==> src/rtl/seg7_scanner.sv <==
// Eight-digit multiplexed seven-segment driver for the CPU display register.
// Captures the value once per scan frame and blinks the whole display while halted.
module seg7_scanner #(
  parameter int DIV          = 1000,
  parameter int BLINK_FRAMES = 64
) (
  input  logic        clk,
  input  logic        rst,
  input  logic [31:0] display,
  input  logic        halt,
  input  logic        blank_lead,
  output logic [7:0]  an,
  output logic [6:0]  seg,
  output logic        dp,
  output logic        frame
);

  localparam int PW = (DIV > 1) ? $clog2(DIV) : 1;
  localparam int FW = (BLINK_FRAMES > 1) ? $clog2(BLINK_FRAMES) : 1;
  localparam logic [PW-1:0] PMAX = PW'(DIV - 1);
  localparam logic [FW-1:0] FMAX = FW'(BLINK_FRAMES - 1);

  function automatic logic [6:0] hex_decode(input logic [3:0] n);
    logic [6:0] s;
    case (n)
      4'h0:    s = 7'h40;
      4'h1:    s = 7'h79;
      4'h2:    s = 7'h24;
      4'h3:    s = 7'h30;
      4'h4:    s = 7'h19;
      4'h5:    s = 7'h12;
      4'h6:    s = 7'h02;
      4'h7:    s = 7'h78;
      4'h8:    s = 7'h00;
      4'h9:    s = 7'h10;
      4'hA:    s = 7'h08;
      4'hB:    s = 7'h03;
      4'hC:    s = 7'h46;
      4'hD:    s = 7'h21;
      4'hE:    s = 7'h06;
      4'hF:    s = 7'h0E;
      default: s = 7'h7F;
    endcase
    return s;
  endfunction

  logic [PW-1:0] pcnt_q, pcnt_d;
  logic [2:0]    idx_q, idx_d;
  logic [31:0]   shadow_q, shadow_d;
  logic [FW-1:0] fcnt_q, fcnt_d;
  logic          phase_q, phase_d;
  logic          fb_q, fb_d;
  logic [7:0]    an_q, an_d;
  logic [6:0]    seg_q, seg_d;
  logic          dp_q, dp_d;
  logic          frame_q, frame_d;

  logic          tick_s, boundary_s, dark_s, blank_s;
  logic [3:0]    nib_s;
  logic [31:0]   upper_s;

  // Next-state and output decode; outputs use the pre-edge scan state.
  always_comb begin
    tick_s     = (pcnt_q == PMAX);
    boundary_s = tick_s && (idx_q == 3'd7);
    pcnt_d     = tick_s ? {PW{1'b0}} : pcnt_q + PW'(1);
    idx_d      = tick_s ? idx_q + 3'd1 : idx_q;
    shadow_d   = boundary_s ? display : shadow_q;
    fb_d       = boundary_s;

    fcnt_d  = fcnt_q;
    phase_d = phase_q;
    if (!halt) begin
      fcnt_d  = {FW{1'b0}};
      phase_d = 1'b0;
    end else if (boundary_s) begin
      if (fcnt_q == FMAX) begin
        fcnt_d  = {FW{1'b0}};
        phase_d = ~phase_q;
      end else begin
        fcnt_d  = fcnt_q + FW'(1);
      end
    end else begin
      fcnt_d  = fcnt_q;
    end

    nib_s   = shadow_q[{idx_q, 2'b00} +: 4];
    // Digit idx is a leading zero when it and every higher nibble are zero.
    upper_s = shadow_q >> {idx_q, 2'b00};
    blank_s = blank_lead && (idx_q != 3'd0) && (upper_s == 32'd0);
    dark_s  = halt && phase_q;

    if (dark_s || blank_s) begin
      an_d  = 8'hFF;
      seg_d = 7'h7F;
    end else begin
      an_d  = ~(8'd1 << idx_q);
      seg_d = hex_decode(nib_s);
    end
    dp_d    = ~((idx_q == 3'd0) && halt && !phase_q);
    frame_d = fb_q;
  end

  // State and registered output flops.
  always_ff @(posedge clk or posedge rst) begin
    if (rst) begin
      pcnt_q   <= {PW{1'b0}};
      idx_q    <= 3'd0;
      shadow_q <= 32'd0;
      fcnt_q   <= {FW{1'b0}};
      phase_q  <= 1'b0;
      fb_q     <= 1'b0;
      an_q     <= 8'hFF;
      seg_q    <= 7'h7F;
      dp_q     <= 1'b1;
      frame_q  <= 1'b0;
    end else begin
      pcnt_q   <= pcnt_d;
      idx_q    <= idx_d;
      shadow_q <= shadow_d;
      fcnt_q   <= fcnt_d;
      phase_q  <= phase_d;
      fb_q     <= fb_d;
      an_q     <= an_d;
      seg_q    <= seg_d;
      dp_q     <= dp_d;
      frame_q  <= frame_d;
    end
  end

  assign an    = an_q;
  assign seg   = seg_q;
  assign dp    = dp_q;
  assign frame = frame_q;

endmodule

==> config.mk <==
export PLATFORM = sky130hd
export DESIGN_NAME = seg7_scanner
export DESIGN_NICKNAME = d
export VERILOG_FILES = /design/src/rtl/seg7_scanner.sv
export SDC_FILE = /design/constraint.sdc
export NUM_CORES = 1
export LEC_CHECK = 0
export CAP_MARGIN = 20
export CORE_AREA = 2 2 102 104
export DETAILED_ROUTE_END_ITERATION = 16
export DIE_AREA = 0 0 104 106
export GPL_ROUTABILITY_DRIVEN = 1
export PLACE_DENSITY = 0.56
export SLEW_MARGIN = 20
export SYNTH_ARGS = -nofsm -noshare
export SYNTH_HDL_FRONTEND = slang
export SYNTH_SLANG_ARGS = --single-unit
==> constraint.sdc <==
create_clock -name clk -period 5.8 [get_ports clk]
set_input_delay 0.87 -clock clk [delete_from_list [all_inputs] [get_ports clk]]
set_output_delay 0.87 -clock clk [all_outputs]
set_load 0.01 [all_outputs]
==> results.toml, run 1 <==
[run_status]
outcome = "finished clean"

[worst_setup_path]
slowest_stage = "dfrtp_1"
cp_max_fo = 17
path_class = "reg -> reg"
cp_num_buf_inv = 1
cp_slowest_stage_delay_ps = 820
reg2reg_from = "idx_q[1]"
rr_endpoint = "seg[2]"
cp.depth = 8
cp-start-kind = "flop"
timing.reg2reg.setup_slack_ps = 2610
required_ps = 6040
crit_chain = "mux4_2, mux2_2, inv_1, ha_1, nand3b_1, a2111oi_4, a41oi_4, o311ai_1"
reg2regPathDepth = 8
endpoint_kind = "flop"
crit_start = "idx_q[1]"
crit_arrival_ps = 3430
critical_path.top_delay_family = "multiplexers"
crit_end = "seg[2]"

[clocking]
h-tree-depth = 3
cts.sinks = 70
post_cts_buffers = 0
clk_latency_ps = 350
ctsHoldBuffers = 0
cts_buffers = 9
cts.path.max_buffers = 2
cts_root_buf = "clkbuf_8"
cts-resized-gates = 0
path_clk_slew_ps = 70
cts_tree = "done"

[power_and_ir_drop]
peakVddDrop_uv = 110
p_per_area_nw_per_um2 = 217
total_power_mw = 0.961
leakagePower_nw = 1.81

[place]
io_buffers = 52
placed_area_um2 = 4200
place_inst = 528
gp_congestion = 0.835
dp_hpwl_um = 5530
place_ws_ps = 2650

[sta]
fin_crit_sh_pct = 54.9
fmax_ghz = 0.314
tightest_slew_ps = 864
fin_ws_ps = 2610
hold_slack_ps = 352
period_needed_ps = 3190
fin_setup_tns_ps = 0
hold_viol = 0
rsz0062_at_grt = "no"
slew_headroom_pct = 42.4
finalClockSkew_ps = 6.66
final_max_slew_viol_count = 0
setup_viol = 0

[routing]
via_count = 2654
wl_met1_um = 3550
drc = 0
ant_nets = 0
wire_per_inst_um = 14.0
wl_um = 7600
drtPass1Iterations = 4
vias_per_cell = 4.88
routed.top_layer = "met4"
dr_wl_met2_um = 3470
wl_met3_um = 405
drtIter0Drc = 112

[hold_path]
holdPathStages = 0
hp-start = "fb_q"
hold_path.class = "reg -> reg"

[floorplanning]
core_um2 = 10000
io_pins = 53
initial_core_util_pct = 35.6
rows = 37
dieArea_um2 = 11000
die_w_um = 104
die_h_um = 106

[yosys]
syn-cell-area_um2 = 3560
synthFlopType = "dfrtp_1"
ys_ff_latch = 70
synth-edff-count = 0
synth.net_count = 401
yosysWarnings = 0
syn_avg_cell_area_um2 = 10.2
synth_seq_area_share_pct = 49.7
synthCells = 351
synthDistinctLibCells = 53
ys_async_sr_fraction_pct = 100

[global_routing]
grt_pass1_wl_um = 13000
antenna_found_initial = 0
track_usage_pct = 14.8
grt_pass1_vias = 2645
grt_max_degree = 71
overflow = 0

[flow_run]
drv_cap = 0

[cells_and_area]
synthToLayoutAreaGrowth_pct = 24.1
n_antenna_cell = 0
layout.nets = 453
final_cells = 544
stdcell_area_um2 = 4430
n_fill_cell = 983
final_util_pct = 44.3
drive_gt1_share_pct = 12.5
## placed cells by master, fill, tap and decap left out, types with 2 or more instances in the layout
master,instances
a211oi_1,3
clkinvlp_4,2
o211ai_1,2
o221ai_1,4
nand3b_1,2
nor2_1,15
a21boi_0,2
xnor2_1,9
o21a_1,2
bufinv_16,2
o21ai_0,2
dfstp_2,16
dfrtp_1,54
and3_1,2
inv_2,2
a21oi_1,5
and2_1,6
nand3_1,7
clkdlybuf4s50_1,52
buf_4,4
mux2i_1,6
xor2_1,3
clkbuf_8,10
mux4_2,5
inv_1,5
nor2b_1,4
nand2_1,125
mux2_2,3
nand4_1,2
clkinv_2,2
ha_1,14
nor3_1,5
mux4_1,4
nor4_1,7
and4_1,2
## cell families (layout without fill, tap and decap cells)
kind of cell	Yosys count	in the layout	share of synthesized area, %
and+or+nand+nor	182	182	22.3
DFF	70	70	49.7
AOI/OAI and AO/OA	30	30	7.37
buffers and inverters	24	81	3.40
muxes	19	19	9.37
adders and majority gates	14	14	4.91
xor gates and xnor gates	12	12	2.95
## cells in the mapped netlist, types with 5 or more instances
master | number | area share, %
a21oi_1 | 5 | 0.70
and2_1 | 6 | 1.1
clkbuf_1 | 8 | 0.84
dfrtp_1 | 54 | 38
dfstp_2 | 16 | 12
ha_1 | 14 | 4.9
inv_1 | 6 | 0.63
mux2i_1 | 6 | 1.7
mux4_2 | 5 | 3.2
nand2_1 | 125 | 13
nand3_1 | 7 | 0.98
nor2_1 | 15 | 1.6
nor3_1 | 5 | 0.70
nor4_1 | 7 | 1.2
xnor2_1 | 9 | 2.2
## state kept, by name, indices dropped and copies added (netlist names)
name / flops
frame: 1
idx_q: 3
an: 8
dp: 1
seg: 7
phase_q: 1
shadow_q: 32
pcnt_q: 10
fb_q: 1
fcnt_q: 6
## where the power goes
part	switching (mW)	internal, mW	total [mW]
Clock	0.184	0.252	0.437
Sequential	0.0000848	0.489	0.489
Combinational	0.0134	0.0220	0.0354
Total	0.198	0.763	0.961
## routing by layer
metal / global-route usage [%] / up-vias
li1: - / 1302
met1: 19.9 / 1254
met2: 23.4 / 80
met3: 2.82 / 18
met4: 6.76 / 0
met5: 0 / -
## worst min path at each step
stage	endpoint	slack (ps)
after floorplan	frame	330
after global placement	frame	330
after CTS	frame	350
final	frame	350
after global routing	frame	360
after detailed placement	frame	330
## final cells by class
class	instances	area, µm²	share of cell area [%]
clock buffers	10	138	3.11
inverters	9	38.8	0.876
flip-flops and latches	70	1770	40.0
clock inverters	6	85.1	1.92
multi-input cells	257	1670	37.8
repair buffers	56	551	12.4
well taps	136	170	3.85
No activity file was read; power rests on OpenSTA's default activity.
==> run 2, diff against run 1 <==
==> constraint.sdc (replaced) <==
create_clock -name clk -period 3.3 [get_ports clk]
set_input_delay 0.495 -clock clk [delete_from_list [all_inputs] [get_ports clk]]
set_output_delay 0.495 -clock clk [all_outputs]
set_load 0.01 [all_outputs]
==> results.toml, run 2 (synthesis gave the netlist of run 1 again) <==
[worst_setup_path]
endpoint_kind = "flop"
path_class = "reg -> reg"
cp-start-kind = "flop"
cp_slowest_stage_delay_ps = 710
crit_start = "idx_q[0]"
crit_arrival_ps = 3260
timing.reg2reg.setup_slack_ps = 280
slowest_stage = "dfrtp_1"
reg2reg_from = "idx_q[0]"
reg2regPathDepth = 8
cp_max_fo = 14
cp_num_buf_inv = 1
crit_chain = "mux4_2, mux2_2, inv_1, ha_1, nand3b_1, a2111oi_4, a41oi_4, o311ai_1"
rr_endpoint = "seg[2]"
cp.depth = 8
crit_end = "seg[2]"
critical_path.top_delay_family = "multiplexers"
required_ps = 3540

[clocking]
cts_tree = "done"
h-tree-depth = 3
cts.path.max_buffers = 2
post_cts_buffers = 0
cts_buffers = 9
path_clk_slew_ps = 70
cts-resized-gates = 0
cts_root_buf = "clkbuf_8"
ctsHoldBuffers = 0
cts.sinks = 70
clk_latency_ps = 350

[global_routing]
grt_pass1_vias = 2728
antenna_found_initial = 0
overflow = 0
track_usage_pct = 14.8
grt_max_degree = 71
grt_pass1_wl_um = 13000

[place]
io_buffers = 52
dp_hpwl_um = 5660
place_ws_ps = 288
gp_congestion = 0.850

[cells_and_area]
largest_reg_flops = 32
synthToLayoutAreaGrowth_pct = 24.3
layout_common_cells = "125 x nand2_1, 54 x dfrtp_1, 52 x clkdlybuf4s50_1, 16 x dfstp_2, 15 x nor2_1"
n_antenna_cell = 0
layout.nets = 455
top_register = "shadow_q"
final_common_cell = "nand2_1"
n_fill_cell = 1018
drive_gt1_share_pct = 12.4

[routing]
vias_per_cell = 4.84
wl_um = 7660
via_count = 2641
wire_per_inst_um = 14.0
drtPass1Iterations = 5
drc = 0
drtIter0Drc = 109
ant_nets = 0

[floorplanning]
dieArea_um2 = 11000
core_um2 = 10000
rows = 37
io_pins = 53
initial_core_util_pct = 35.6
die_h_um = 106
die_w_um = 104

[run_status]
outcome = "finished clean"

[flow_run]
drv_cap = 0

[sta]
final_max_slew_viol_count = 0
slew_headroom_pct = 53.6
fin_setup_tns_ps = 0
finalClockSkew_ps = 9.99
rsz0062_at_grt = "no"
fin_crit_sh_pct = 91.5
hold_viol = 0
setup_viol = 0
tightest_slew_ps = 695
fin_ws_ps = 281
period_needed_ps = 3020
fmax_ghz = 0.331

[power_and_ir_drop]
p_per_area_nw_per_um2 = 368
peakVddDrop_uv = 141
leakagePower_nw = 1.82

[hold_path]
hold_path.class = "reg -> reg"
## run 2: changes by cell type in the layout (fill, tap and decap cells not counted), sizes merged
cell / previous run / this run
clkinv: 3 / 2
bufinv: 2 / 1
clkbuf: 10 / 13
buf: 4 / 6
clkinvlp: 2 / 1
## run 2: layout make-up
cell class                      instances  area [µm²]  share of cell area [%]
Clock buffer                           13         159                    3.59
Clock inverter                          3        42.5                   0.960
Inverter                                9        38.8                   0.875
Multi-Input combinational cell        257        1670                    37.7
Sequential cell                        70        1770                    40.0
Tap cell                              136         170                    3.84
Timing Repair Buffer                   58         578                    13.0
## run 2: per-stage QoR
step / utilization (%) / hold slack [ps] / std cells / cell area (µm²) / power, mW
floorplan: - / 331 / 351 / 3560 / 0.891
global placement: 42.3 / 333 / 530 / 4230 / 0.942
detailed placement: 42.3 / 341 / 530 / 4230 / 0.942
CTS: 44.3 / 357 / 546 / 4430 / 1.65
global route: 44.3 / 364 / 546 / 4430 / 1.69
finish: 44.3 / 352 / 546 / 4430 / 1.63
## run 2: worst min-delay path by stage
| stage | startpoint | slack (ps) | endpoint | cells after the start |
|---|---|---|---|---|
| final | fb_q | 350 | frame | 0 |
| after global routing | fb_q | 360 | frame | 0 |
| after CTS | fb_q | 360 | frame | 0 |
| after global placement | fb_q | 330 | frame | 0 |
| after floorplan | fb_q | 330 | frame | 0 |
| after detailed placement | fb_q | 340 | frame | 0 |
## run 2: routing by layer
metal	up-vias	share of wire (%)	global-route usage, %
met2	69	46	23.4
li1	1308	-	-
met5	-	0	0
met3	18	4.4	2.64
met1	1246	47	19.7
met4	0	2.2	7.05
## run 2: power breakdown
part	leakage (nW)	switching [mW]	internal, mW
Combinational	0.976	0.0241	0.0405
Sequential	0.740	0.000115	0.860
Clock	0.0996	0.317	0.390
Total	1.82	0.341	1.29
## run 2: worst register-to-register path, delay by kind of cell (launching register included)
family | cells | cell delay, ps
muxes | 2 | 910
AOI/OAI and AO/OA | 3 | 860
adders and majority gates | 1 | 180
DFF | 1 | 710
and+or+nand+nor | 1 | 120
buffers and inverters | 1 | 130
==> run 3, diff against run 2 <==
--- a/config.mk
+++ b/config.mk
@@ -7,9 +7,9 @@
 export LEC_CHECK = 0
 export CAP_MARGIN = 20
 export CORE_AREA = 2 2 102 104
+export CTS_CLUSTER_SIZE = 40
 export DETAILED_ROUTE_END_ITERATION = 16
 export DIE_AREA = 0 0 104 106
-export GPL_ROUTABILITY_DRIVEN = 1
 export PLACE_DENSITY = 0.56
 export SLEW_MARGIN = 20
 export SYNTH_ARGS = -nofsm -noshare
==> results of run 3 <==
Same layout as run 2: the final DEF is identical, and so are final timing and power.
